===== config.mk =====
export PLATFORM = sky130hd
export DESIGN_NAME = ncl_zero_sequencer
export DESIGN_NICKNAME = d
export VERILOG_FILES = /design/src/rtl/ncl_seq_pkg.sv /design/src/rtl/ncl_det_sync.sv /design/src/rtl/ncl_zero_sequencer.sv
export SDC_FILE = /design/constraint.sdc
export NUM_CORES = 1
export LEC_CHECK = 0
export ABC_AREA = 1
export CORE_UTILIZATION = 52
export CTS_CLUSTER_SIZE = 12
export DETAILED_ROUTE_END_ITERATION = 12
export HOLD_SLACK_MARGIN = 0.03
export PLACE_DENSITY = 0.82
export SYNTH_ARGS = -nofsm -noshare
export SYNTH_HDL_FRONTEND = slang
export SYNTH_SLANG_ARGS = --single-unit
export TNS_END_PERCENT = 1

===== constraint.sdc =====
create_clock -name clk -period 3.7 [get_ports clk]
set_clock_uncertainty 0.2 [all_clocks]
set_input_delay 0.37 -clock clk [delete_from_list [all_inputs] [get_ports clk]]
set_output_delay 0.37 -clock clk [all_outputs]
set_load 0.01 [all_outputs]

===== src/rtl/ncl_seq_pkg.sv =====
// Shared definitions for the NCL zero-detector sequencer: state encoding,
// rail width, default phase timeout and the dual-rail detector codes.
package ncl_seq_pkg;

    // Rail width of the NCL zero detector this sequencer drives.
    localparam int NCL_W       = 8;
    // Clock cycles allowed per wavefront phase before the phase is abandoned.
    localparam int DEF_TIMEOUT = 15;

    // Sequencer states; plain constants so older tools see a simple vector.
    localparam logic [2:0] S_INIT = 3'd0;
    localparam logic [2:0] S_IDLE = 3'd1;
    localparam logic [2:0] S_DATA = 3'd2;
    localparam logic [2:0] S_NULL = 3'd3;
    localparam logic [2:0] S_RESP = 3'd4;

    // Detector output codes, bit order {zero_t, zero_f}.
    localparam logic [1:0] DET_NULL    = 2'b00;
    localparam logic [1:0] DET_ZERO    = 2'b10;
    localparam logic [1:0] DET_NONZERO = 2'b01;
    localparam logic [1:0] DET_ILLEGAL = 2'b11;

    // What the FSM cares about: wavefront done, wavefront cleared, or broken.
    typedef enum logic [1:0] {
        DCLS_NULL    = 2'd0,
        DCLS_DATA    = 2'd1,
        DCLS_ILLEGAL = 2'd2
    } det_cls_e;

    // Response payload held stable for the consumer.
    typedef struct packed {
        logic zero;
        logic err;
    } rsp_t;

    // Collapse a sampled detector code into its wavefront class.
    function automatic det_cls_e det_classify(input logic [1:0] code);
        case (code)
            DET_NULL:              return DCLS_NULL;
            DET_ZERO, DET_NONZERO: return DCLS_DATA;
            default:               return DCLS_ILLEGAL;
        endcase
    endfunction

endpackage


===== src/rtl/ncl_det_sync.sv =====
// Sampling stage for the detector's zero_t/zero_f rails.
// Build option NCL_ZERO_SYNC_EN: when defined, each rail passes through a
// two-flop synchronizer (the second flop is det_s); otherwise a single
// sample flop is used. These flops have no reset on purpose: they must keep
// sampling through reset so the INIT state sees whatever the detector is
// really holding (e.g. a stale DATA result kept by hysteresis).
module ncl_det_sync
    import ncl_seq_pkg::*;
(
    input  logic       clk,
    input  logic       i_det_t,
    input  logic       i_det_f,
    output logic [1:0] o_det_s
);

`ifdef NCL_ZERO_SYNC_EN
    logic [1:0] r_meta;
    logic [1:0] r_sync;

    // Two-flop synchronizer per rail; the detector settles asynchronously.
    always_ff @(posedge clk) begin
        r_meta <= {i_det_t, i_det_f};
        r_sync <= r_meta;
    end

    assign o_det_s = r_sync;
`else
    logic [1:0] r_samp;

    // Single sample register; detector assumed settled within one clock.
    always_ff @(posedge clk) begin
        r_samp <= {i_det_t, i_det_f};
    end

    assign o_det_s = r_samp;
`endif

endmodule


===== src/rtl/ncl_zero_sequencer.sv =====
// Clocked controller that walks the 8-bit dual-rail NCL zero detector through
// a DATA wavefront and a NULL wavefront per operand, then reports zero/error
// on a valid/ready response channel.
// Build option NCL_ZERO_SYNC_EN (see ncl_det_sync) adds a synchronizer flop
// to the detector sampling path; results are identical, each wait is 1 cycle
// longer.
// WIDTH must stay 8 to match the detector; 2**CNT_W must exceed TIMEOUT.
module ncl_zero_sequencer
    import ncl_seq_pkg::*;
#(
    parameter int WIDTH   = NCL_W,
    parameter int TIMEOUT = DEF_TIMEOUT,
    parameter int CNT_W   = 4
) (
    input  logic             clk,
    input  logic             rst,
    input  logic             req_valid,
    output logic             req_ready,
    input  logic [WIDTH-1:0] req_data,
    output logic             rsp_valid,
    input  logic             rsp_ready,
    output logic             rsp_zero,
    output logic             rsp_err,
    output logic [WIDTH-1:0] ncl_t,
    output logic [WIDTH-1:0] ncl_f,
    input  logic             det_zero_t,
    input  logic             det_zero_f,
    output logic             busy
);

    logic [1:0]       w_det_s;
    det_cls_e         w_det_cls;
    logic [2:0]       r_state;
    logic [2:0]       w_state_nxt;
    logic [CNT_W-1:0] r_cnt;
    logic             w_timeout;
    logic             w_phase_timed;
    logic             w_load;
    rsp_t             r_rsp;
    rsp_t             w_rsp_nxt;
    logic [WIDTH-1:0] r_ncl_t;
    logic [WIDTH-1:0] r_ncl_f;

    ncl_det_sync u_det_sync (
        .clk     (clk),
        .i_det_t (det_zero_t),
        .i_det_f (det_zero_f),
        .o_det_s (w_det_s)
    );

    assign w_det_cls     = det_classify(w_det_s);
    assign w_timeout     = (r_cnt == CNT_W'(TIMEOUT));
    assign w_phase_timed = (r_state == S_INIT) || (r_state == S_DATA) ||
                           (r_state == S_NULL);

    // Next-state, response capture and operand-load decisions.
    always_comb begin
        w_state_nxt = r_state;
        w_rsp_nxt   = r_rsp;
        w_load      = 1'b0;
        case (r_state)
            S_INIT: begin
                // Wait out any DATA the detector still holds after reset.
                if (w_det_cls == DCLS_NULL || w_timeout)
                    w_state_nxt = S_IDLE;
            end
            S_IDLE: begin
                if (req_valid) begin
                    w_load      = 1'b1;
                    w_rsp_nxt   = '0;
                    w_state_nxt = S_DATA;
                end
            end
            S_DATA: begin
                if (w_det_cls == DCLS_DATA) begin
                    w_rsp_nxt.zero = w_det_s[1];
                    w_rsp_nxt.err  = 1'b0;
                    w_state_nxt    = S_NULL;
                end else if (w_det_cls == DCLS_ILLEGAL || w_timeout) begin
                    w_rsp_nxt.zero = 1'b0;
                    w_rsp_nxt.err  = 1'b1;
                    w_state_nxt    = S_NULL;
                end
            end
            S_NULL: begin
                if (w_det_cls == DCLS_NULL) begin
                    w_state_nxt = S_RESP;
                end else if (w_timeout) begin
                    w_rsp_nxt.err = 1'b1;
                    w_state_nxt   = S_RESP;
                end
            end
            S_RESP: begin
                if (rsp_ready)
                    w_state_nxt = S_IDLE;
            end
            default: begin
                w_state_nxt = S_INIT;
            end
        endcase
    end

    // State register; reset lands in INIT so the detector is re-qualified.
    always_ff @(posedge clk) begin
        if (rst)
            r_state <= S_INIT;
        else
            r_state <= w_state_nxt;
    end

    // Per-phase timeout counter: cleared on any state change, saturating.
    always_ff @(posedge clk) begin
        if (rst)
            r_cnt <= '0;
        else if (w_state_nxt != r_state)
            r_cnt <= '0;
        else if (w_phase_timed && !w_timeout)
            r_cnt <= r_cnt + 1'b1;
    end

    // Rails carry the operand only while in DATA; any other next state is NULL.
    always_ff @(posedge clk) begin
        if (rst) begin
            r_ncl_t <= '0;
            r_ncl_f <= '0;
        end else if (w_load) begin
            r_ncl_t <= req_data;
            r_ncl_f <= ~req_data;
        end else if (w_state_nxt != S_DATA) begin
            r_ncl_t <= '0;
            r_ncl_f <= '0;
        end
    end

    // Response payload, held stable through RESP until the handshake.
    always_ff @(posedge clk) begin
        if (rst)
            r_rsp <= '0;
        else
            r_rsp <= w_rsp_nxt;
    end

    assign req_ready = (r_state == S_IDLE);
    assign rsp_valid = (r_state == S_RESP);
    assign busy      = (r_state != S_IDLE);
    assign rsp_zero  = r_rsp.zero;
    assign rsp_err   = r_rsp.err;
    assign ncl_t     = r_ncl_t;
    assign ncl_f     = r_ncl_f;

endmodule


# Yosys cells after proc, flatten, opt, wreduce, memory -nomap -nowiden
# Cells that the tools add are included.
# word_totals
ff_bits,27
latchBits,0
ram_bits,0
romBits,0
in_bits,14
out_inout_bits,21
wordCells,62
mem_count,0
# op_classes
add_sub_neg,1
n_mul,0
div_mod_pow,0
n_lt_le_gt_ge,0
n_eq_ne,16
shifts,0
mux,21
n_bitwise,1
reduce_logical,16
# op_table
operator,n
$mux W8,3
$mux W3,7
$pmux W3 S5,1
$not A8 Y8,1
$eq A3 B2 Y1 const B,2
$mux W2,3
$ne A2 B2 Y1 const B,3
$ne A3 B1 Y1 const B,2
$reduce_and A5 Y1,1
$add A4 B1 Y4 const B,1
$eq A2 B1 Y1 const B,2
$eq A2 B2 Y1 const B,2
$eq A4 B4 Y1 const B,1
$logic_not A2 Y1,2
$logic_or A1 B1 Y1,4
$mux W1,4
$pmux W2 S2,1
$reduce_bool A2 Y1,2
$reduce_or A2 Y1,2
$eq A3 B1 Y1 const B,1
$eq A3 B3 Y1 const B,1
$logic_not A3 Y1,1
$ne A3 B2 Y1 const B,1
$ne A3 B3 Y1,1
other kinds (6),6

# Logic depth before layout (Yosys ltp)
# depth
ltp_word,11
mapped_depth,11
ltp_nobuf,11

# Modules after synthesis
# A second synthesis with hierarchy kept.
# hier_totals
hier_cells,161
area_unflattened_um2,1209.9
# by_module_without_submodules
module,instances,cells_per_inst,area_per_inst_um2,seq_area_each_um2
ncl_zero_sequencer,1,159,1169.9,500.5
ncl_det_sync,1,2,40.0,40.0

# Worst setup path before layout
# No wires, ideal clock.
# synth_timing
kind,register -> register
start,"register u_det_sync.r_samp[0], in the netlist u_det_sync.o_det_s[0]"
end,"register r_rsp, in the netlist rsp_zero"
setup_time_ps,67
arrival_ps,1251
required_time_ps,3433
path_slack_ps,2182
path_stages_with_launch,9
n_path_buf,1
period_less_slack_ps,1518
cell_sequence,dfxtp_1 > inv_1 > ha_1 > inv_1 > nand4_4 > buf_6 > nand3_2 > nand2_1 > a21oi_2
# synth_via
elab_chain_len,7
elab_cells_between_ends,12
cone_classes,5 x eq/ne; 3 x mux; 4 x reduce/logical
# synth_rtl
element,line_no,text
"start, declared",ncl_det_sync.sv:28,logic [1:0] r_samp;
"start signal, assigned",ncl_det_sync.sv:32,"r_samp <= {i_det_t, i_det_f};"
$eq A2 B2 Y1 / $eq A2 B1 Y1 (equally long branches),ncl_seq_pkg.sv:38,case (code)
$reduce_or A2 Y1,ncl_seq_pkg.sv:38,
$pmux W2 S2 (*),ncl_seq_pkg.sv:38,
$eq A2 B2 Y1,ncl_zero_sequencer.sv:79,end else if (w_det_cls == DCLS_ILLEGAL || w_timeout) begin
$logic_or A1 B1 Y1,ncl_zero_sequencer.sv:79,
$ne A3 B1 Y1 (no line),n/a,
$reduce_and A3 Y1 (no line),n/a,
"end signal, assigned",ncl_zero_sequencer.sv:140,r_rsp <= w_rsp_nxt;
"end, declared",ncl_zero_sequencer.sv:39,rsp_t r_rsp;
# Mark *: on every way between the ends. The rest lies on a longest branch, timed or not.
# A chain may end at the register's enable or synchronous reset.

# Worst setup path after layout
# layout_timing
start,register r_state[0]
end,output req_ready
# layout_via
elab_chain_len,1
# layout_rtl
element,line_no,text
"start, declared",ncl_zero_sequencer.sv:33,logic [2:0] r_state;
"start signal, assigned",ncl_zero_sequencer.sv:108,r_state <= w_state_nxt;
$eq A3 B1 Y1,ncl_zero_sequencer.sv:143,assign req_ready = (r_state == S_IDLE);
"end, declared",ncl_zero_sequencer.sv:18,"output logic req_ready,"
# Every way passes these cells.

==> impl_metrics.json <==
{
  "core_area_um2": 2500,
  "fmax_mhz": 343.2,
  "synth_commonest_cells": "37 x inv_1, 27 x dfxtp_1, 24 x nor2_1, 21 x nand2_1, 16 x nand3_1",
  "status": "complete, no violations",
  "setup_tns_ps": 0,
  "synth-edff-count": 0,
  "synth_area_um2": 1400,
  "nets": 234,
  "yosysWarnings": 0,
  "port_buffers": 34,
  "grt_pass1_vias": 1077,
  "cp.arrival_ps": 2340,
  "min_path_type": "primary input to flop",
  "min_period_ps": 2914,
  "layout-drive-gt1-share_pct": 10.23,
  "dpl_worst_slack_ps": 1193,
  "clkSinkCount": 27,
  "synth_cells": 183,
  "grt_max_degree": 20,
  "worstRegToRegCells": 6,
  "drv_cap": 0,
  "drc": 0,
  "worst-setup-path-type": "flop to primary output",
  "async_flop_share_pct": 0,
  "fin_cells": 245,
  "synth_top_area_share_pct": 38.61,
  "htree_levels": 1,
  "clock_latency_ps": 320,
  "yosysSeqAreaShare_pct": 38.61,
  "fin_ws_ps": 786.4,
  "dr.pass1.iters": 4,
  "synth_top_cell_by_area": "dfxtp_1",
  "crit_path_max_fanout": 11,
  "tightest_slew_ps": 871.1,
  "synth_fp_nets": 201,
  "hp-start": "det_zero_f",
  "cts_root_buffer": "clkbuf_4",
  "wire_per_inst_um": 12.49,
  "timing.rr.end": "ncl_f[4]",
  "r2r_start": "r_state[0]",
  "p_per_area_nw_per_um2": 358.6,
  "area_delta_synth_final_pct": 25.92,
  "cts_resized": 0,
  "start_kind": "flop",
  "die_area_um2": 2904,
  "cts.path.max_buffers": 2,
  "rsz0062_at_grt": "no",
  "die_w_um": 53.89,
  "yosysMostFrequentCell": "inv_1",
  "drtAntennaViolNets": 0,
  "fin_util_pct": 70.52,
  "cts_made_buffers": 3,
  "final-setup-viol-count": 0,
  "period_share_pct": 78.75,
  "start_util_pct": 56.01,
  "antenna_found_initial": 0,
  "wirelength_um": 3060,
  "synth-main-ff-cell": "dfxtp_1",
  "netlist-cell-type-count": 27,
  "ioPinCount": 35,
  "synth.area.top_cells": "dfxtp_1 39%, inv_1 9.9%, o22ai_2 7.1%",
  "vias": 1284,
  "ys_ff_latch": 27,
  "cts_hold_buf": 0,
  "fillers": 202,
  "max-slew-margin-rel_pct": 41.71,
  "tritoncts": "built",
  "place_congestion": 0.9107,
  "hold_viol": 0,
  "hold_depth": 1,
  "detailed_place_hpwl_um": 2158,
  "grt-ovfl-total": 0,
  "worstHoldEndpoint": "u_det_sync.o_det_s[0]",
  "drv_slew": 0,
  "num_rows": 18,
  "p_leak_nw": 0.7115,
  "grtUsageTotal_pct": 21.84,
  "via_per_inst": 5.241,
  "reg2reg_slack_ps": 1490,
  "antenna_cells": 0,
  "placed_cells": 241,
  "fp.dieH_um": 53.89,
  "vdd.ir_drop.worst_mv": 0.2532,
  "cts.clk_slew.worst_paths_ps": 150,
  "cts_setup_buffers": 0,
  "critical_path_required_ps": 3130,
  "grt_pass1_wl_um": 4533,
  "syn_area_per_cell_um2": 7.651,
  "cp-end-kind": "primary output",
  "first_iter_violations": 48
}
-- stage by stage --
stage                     power (W)  hold slack (ps)  cell area (um^2)
after global routing      0.0006666            240.4              1763
after detailed placement  0.0005076            259.9              1735
final                     0.0006323            267.4              1763
after global placement    0.0004996            254.0              1735
after floorplan           0.0004529            197.7              1400
after CTS                 0.0006345            259.0              1763
-- flip-flops by register name (all words and copies together), names as in the netlist --
signal / count
u_det_sync.o_det_s: 2
ncl_t: 8
r_cnt: 4
ncl_f: 8
r_state: 3
rsp_err: 1
rsp_zero: 1
-- worst max-delay path by stage --
| stage | start | to | cells after the start |
|---|---|---|---|
| after global routing | r_state[0] | req_ready | 3 |
| final | r_state[0] | req_ready | 3 |
| after CTS | r_state[0] | req_ready | 3 |
| after detailed placement | r_state[0] | req_ready | 3 |
| after global placement | r_state[0] | req_ready | 3 |
| after floorplan | u_det_sync.o_det_s[0] | rsp_zero | 8 |
-- power by group --
part | internal (W) | switching [W]
clock | 0.0000405 | 0.0000882
sequential | 0.000310 | 0.0000188
combinational | 0.0000775 | 0.0000974
-- cells by family after synthesis --
logic type      count (synthesis)  synth area share [%]
simple gates                   79                 28.51
buf+inv                        44                 13.40
flops                          27                 38.61
compound gates                 26                 14.03
fa+ha+maj                       4                 3.575
xor+xnor                        3                 1.877
-- worst max-delay path, stage by stage (launching register included) --
cell	delay [ps]
dfxtp_1	510
nand2_1	140
nor2_1	680
clkdlybuf4s50_1	690
-- layer usage --
metal | GRT usage [%] | vias up | wire length [um]
li1 | - | 633 | -
met1 | 27.44 | 594 | 1366
met2 | 35.19 | 51 | 1467
met3 | 5.650 | 6 | 196
met4 | 8.772 | 0 | 31
met5 | 0 | - | 0
-- placed cells by master (no fill, tap or decap), types with 3 or more instances in the layout --
cell,count
inv_1,37
clkdlybuf4s50_1,34
dfxtp_1,27
nor2_1,24
nand2_1,21
nand3_1,16
a21oi_1,11
nand2b_1,8
o22ai_2,8
o21ai_0,4
ha_1,4
clkbuf_4,3
-- area by class of cell --
type	count	area (um^2)	share of cell area, %
well taps	30	37.54	2.129
clock buffers	3	22.52	1.278
multi-input cells	112	671.9	38.11
repair buffers	34	340.3	19.30
flip-flops and latches	27	540.5	30.66
clock inverters	1	5.005	0.2839
inverters	38	145.1	8.233
(Power assumes the default switching activity.)
==> RTL edit 1: new RTL, same flow settings <==
Add a define of `NCL_ZERO_SYNC_EN`.
--- a/src/rtl/ncl_det_sync.sv
+++ b/src/rtl/ncl_det_sync.sv
@@ -5,4 +5,6 @@
 // sampling through reset so the INIT state sees whatever the detector is
 // really holding (e.g. a stale DATA result kept by hysteresis).
+`define NCL_ZERO_SYNC_EN
+
 module ncl_det_sync
     import ncl_seq_pkg::*;
Function: changed (a bounded check fails within 4 cycles, from zero or initial values and one cycle with rst high).
==> RTL edit 1 against the original RTL <==
- power is 1.9% lower
- highest routed layer unchanged
- largest cell class unchanged
- global-route usage rose by 0.94 points
- non-clock buffer count is 1 higher
- area after synthesis decreased by 6.1%
- routed wire length decreased by 14%
- critical path type unchanged
- setup slack improved by 0.75 ns
- register-to-register slack improved by 0.43 ns
- design area is 2.5% lower
- sequential cell count rose by 2
- maximum frequency grew 34%
==> RTL edit 1: results (changes against the original RTL) <==
| Metric | Value |
|---|---|
| Worst path max stage delay | 0.53 ns (-0.16 ns) |
| Syn_nets | 188 (-6.5%) |
| Routed WL | 2.63 mm (-14%) |
| Synth warn | 0 (unchanged) |
| Vias | 1187 (-7.6%) |
| Gpl congestion | 0.812 (-11%) |
| LEAKAGE | 0.715 nW (+0.52%) |
| Maximum VDD drop | 0.000348 V (+38%) |
| Vias in the first global route | 1072 (-0.46%) |
| Setup bufs post-CTS | 0 (unchanged) |
| FFs w/ async S/R, synth | 0% (unchanged) |
| Status | finished, final reports clean |
| H-Tree Depth | 2 (+1) |
| CTS Root Cell | clkbuf_4 |
| 1st-pass router iterations | 4 (unchanged) |
| First-pass GRT wire length | 4.40 mm (-3.0%) |
| Largest net degree at the start of global routing | 22 (+10%) |
| Detailed Route Iter0 Violations | 20 (-58%) |
| Initial antenna violation count | 0 (unchanged) |
| Clock Latency Late Sink | 0.31 ns |
| Clk buf depth | 2 (unchanged) |
| Worst-path fanout max | 5 (-6) |
| Top cells by area, synth | dfxtp_1 44%, nand2_1 13%, inv_1 7.1% |
| Filler instances | 176 (-13%) |
| Share of layout cells above drive strength 1 | 12.5% (+2.3 points) |
| CTS Buf Count | 5 (+2) |
| Worst-path clk slew | 0.07 ns (-0.08 ns) |
| Port-buffer cells | 34 (unchanged) |
| Slew HR | 76.2% (+34 points) |
| Worst path slowest cell | clkdlybuf4s50_1 |
| All-layer global routing usage | 22.8% (+0.94 points) |
| PostCTS Resize Cnt | 0 (unchanged) |
| N_diodes | 0 (unchanged) |
| Critical Path AT | 1.60 ns (-0.74 ns) |
| Min-Delay Path Class | reg2reg |
| CP delay by family, top | buffers and inverters |
| Yosys cell types | 25 (-7.4%) |
| Register area share after synthesis | 44.1% (+5.5 points) |
| Final Hold Viols | 0 (unchanged) |
| Ys flop type | dfxtp_1 |
| Detailed Place HPWL | 1.96 mm (-9.1%) |
| # nets final | 226 (-3.4%) |
| Synth top cells by count | 46 x nand2_1, 29 x dfxtp_1, 25 x inv_1 |
-- RTL edit 1: changes by cell type in the layout (fill, tap and decap cells not counted), sizes merged, moves of 6 or more --
cell,change
nand2,+25
o22ai,-8
a21oi,+6
nor2,-8
nand2b,-8
inv,-10
nand3,-9
-- RTL edit 1: cell families after synthesis --
family                   Yosys count  share of synthesized area, %
AO/OA/AOI/OAI                     22                          11.2
adder cells (fa/ha/maj)            4                          3.81
AND/OR/NAND/NOR                   80                          28.1
buffers and inverters             32                          10.8
XOR/XNOR                           3                          2.00
flip-flops                        29                          44.1
-- RTL edit 1: path summary, 6_finish.rpt --
path	endpoint	slack [ns]	cells after the start	start
max	rsp_valid	1.53	4	r_state[0]$_SDFF_PP0_
min	u_det_sync.o_det_s[0]$_DFF_P_	0.13	0	u_det_sync.r_meta[0]$_DFF_P_
max reg2reg	r_cnt[3]$_SDFFE_PP0P_	1.92	9	r_cnt[0]$_SDFFE_PP0P_
min reg2reg	u_det_sync.o_det_s[0]$_DFF_P_	0.13	0	u_det_sync.r_meta[0]$_DFF_P_
-- RTL edit 1: area by class of cell --
| class | instances | share of cell area (%) |
|---|---|---|
| inverter | 28 | 6.26 |
| clock buffer | 7 | 3.20 |
| multi-input combinational | 109 | 34.5 |
| tap | 28 | 2.04 |
| timing repair buffer | 35 | 20.2 |
| sequential | 29 | 33.8 |
-- RTL edit 1: power breakdown --
| group | switching (mW) | internal [mW] | total, mW |
|---|---|---|---|
| Combinational | 0.0538 | 0.0465 | 0.100 |
| Clock | 0.0956 | 0.0895 | 0.185 |
| Sequential | 0.0100 | 0.325 | 0.335 |
| Total | 0.160 | 0.461 | 0.620 |
-- RTL edit 1: metal layers --
layer / vias up / global-route usage [%] / routed length [um]
li1: 601 / - / -
met5: - / 0 / 0
met1: 546 / 24.8 / 1140
met4: 0 / 12.3 / 55
met3: 6 / 8.12 / 172
met2: 34 / 38.2 / 1260
-- RTL edit 1: per-stage QoR --
stage          util [%]  setup slack, ns  cells  area (um2)
2_1_floorplan         -             2.14    170        1320
3_3_place_gp       72.4             1.90    229        1660
3_5_place_dp       72.4             1.87    229        1660
4_1_cts            74.8             1.52    236        1720
5_1_grt            74.8             1.41    236        1720
6_report           74.8             1.53    236        1720
-- RTL edit 1: worst reg2reg max path, delay by kind of cell (launching register included) --
kind / cells / cell delay, ns
fa+ha+maj: 1 / 0.19
flops: 1 / 0.39
simple gates: 8 / 0.94
==> RTL edit 2: new RTL, config.mk and constraints unchanged <==
Made on the original files. Register the output `rsp_err`, cleared by the reset; this adds one clock of latency there. The other outputs are not delayed to match.
--- a/src/rtl/ncl_zero_sequencer.sv
+++ b/src/rtl/ncl_zero_sequencer.sv
@@ -145,5 +145,11 @@
     assign busy      = (r_state != S_IDLE);
     assign rsp_zero  = r_rsp.zero;
-    assign rsp_err   = r_rsp.err;
+    always_ff @(posedge clk) begin
+        if (rst) begin
+            rsp_err <= '0;
+        end else begin
+            rsp_err <= r_rsp.err;
+        end
+    end
     assign ncl_t     = r_ncl_t;
     assign ncl_f     = r_ncl_f;
Check against the original RTL: not equivalent (a bounded check fails within 4 cycles, from zero or initial values and one cycle with rst high).
==> RTL edit 2 against the original RTL <==
- sequential cell count grew 1
- area after synthesis stayed put
- power is 7.7% lower
- first-iteration DRC count fell by 73%
- setup slack gained 0.44 ns
- design area rose by 0.64%
- critical path depth is 2 higher
- critical endpoint unchanged
- clock power is 16% higher
- routed wire length increased by 0.33%
==> RTL edit 2: results (changes against the original RTL) <==
| Metric | Value |
|---|---|
| Status | finished, final reports clean |
| Detailed Route Iter0 Violations | 13 (-73%) |
| Min-Delay Path Class | reg2reg |
| Worst-path fanout max | 9 (-2) |
| H-Tree Depth | 1 (unchanged) |
| Register area share after synthesis | 40.0% (+1.4 points) |
| Critical Path AT | 1.91 ns (-0.43 ns) |
| Synth top cells by count | 32 x inv_1, 28 x dfxtp_1, 22 x nor2_1 |
| FFs w/ async S/R, synth | 0% (unchanged) |
| Vias per Instance | 5.22 (-0.36%) |
| Detailed Place HPWL | 2.38 mm (+10%) |
| Avg WL per Cell | 12.8 um (+2.8%) |
| First-pass GRT wire length | 4.86 mm (+7.1%) |
| PostCTS Resize Cnt | 0 (unchanged) |
| Largest net degree at the start of global routing | 22 (+10%) |
| Worst path max stage delay | 0.56 ns (-0.13 ns) |
| CTS Buf Count | 3 (unchanged) |
| # nets final | 228 (-2.6%) |
| Synth warn | 0 (unchanged) |
| LEAKAGE | 0.702 nW (-1.4%) |
| Flop-to-flop setup slack | 1.70 ns (+0.21 ns) |
| Top cells by area, synth | dfxtp_1 40%, inv_1 8.6%, o22ai_2 7.1% |
| Gpl congestion | 0.809 (-11%) |
| Yosys cell types | 26 (-3.7%) |
| Syn_nets | 195 (-3.0%) |
| Maximum VDD drop | 0.000288 V (+14%) |
| Syn Inst Count | 177 (-3.3%) |
| Routed WL | 3.07 mm (+0.33%) |
| Dpl cells | 235 (-2.5%) |
| Vias in the first global route | 1173 (+8.9%) |
| All-layer global routing usage | 23.5% (+1.7 points) |
| Worst-margin pin slew | 0.730 ns (-0.141 ns) |
| Share of layout cells above drive strength 1 | 11.5% (+1.3 points) |
-- RTL edit 2: final timing paths --
| kind | from | to | cells past startpoint |
|---|---|---|---|
| max | r_state[0]$_SDFF_PP0_ | req_ready | 5 |
| min | r_rsp[0]$_SDFFE_PP0P_ | rsp_err$_SDFF_PP0_ | 2 |
| max reg2reg | r_state[0]$_SDFF_PP0_ | r_cnt[1]$_SDFFE_PP0P_ | 8 |
| min reg2reg | r_rsp[0]$_SDFFE_PP0P_ | rsp_err$_SDFF_PP0_ | 2 |
-- RTL edit 2: kinds of logic (layout without fill, tap and decap cells) --
| kind of cell | count (synthesis) | after routing | share of synthesized area [%] |
|---|---|---|---|
| XOR/XNOR | 3 | 3 | 1.88 |
| buffers and inverters | 41 | 73 | 12.2 |
| flip-flops | 28 | 28 | 40.0 |
| AO/OA/AOI/OAI | 22 | 22 | 12.7 |
| AND/OR/NAND/NOR | 79 | 79 | 29.6 |
| adder cells (fa/ha/maj) | 4 | 4 | 3.57 |
-- RTL edit 2: layer usage --
metal | GRT usage [%] | vias to the layer above | wire length [um]
met3 | 2.54 | 9 | 70
met2 | 40.3 | 27 | 1500
met1 | 28.5 | 572 | 1400
met4 | 12.3 | 0 | 95
li1 | - | 640 | -
met5 | 0 | - | 0
-- RTL edit 2: final cells by class --
type                       instances  area [um2]
sequential                        28         561
timing repair buffer              34         340
inverter                          35         131
tap                               30        37.5
clock buffer                       4        36.3
fill                             192         726
multi-input combinational        108         668
-- RTL edit 2: power by group --
group / total [mW] / internal, mW / switching [mW]
sequential: 0.325 / 0.314 / 0.0105
clock: 0.149 / 0.0603 / 0.0890
combinational: 0.109 / 0.0490 / 0.0603
-- RTL edit 2: critical path, delay by kind of cell, from the launching register on --
kind                   cells  cell delay (ns)
buffers and inverters      3             0.84
flip-flops                 1             0.41
AND/OR/NAND/NOR            2             0.32
-- RTL edit 2: through the flow --
stage / worst slack, ns / area (um2) / util [%] / hold WS [ns]
after floorplan: 2.11 / 1400 / - / 0.198
after global placement: 1.45 / 1740 / 69.5 / 0.218
after detailed placement: 1.37 / 1740 / 69.5 / 0.219
after CTS: 1.21 / 1770 / 71.0 / 0.241
after global routing: 1.11 / 1770 / 71.0 / 0.256
final: 1.22 / 1770 / 71.0 / 0.244
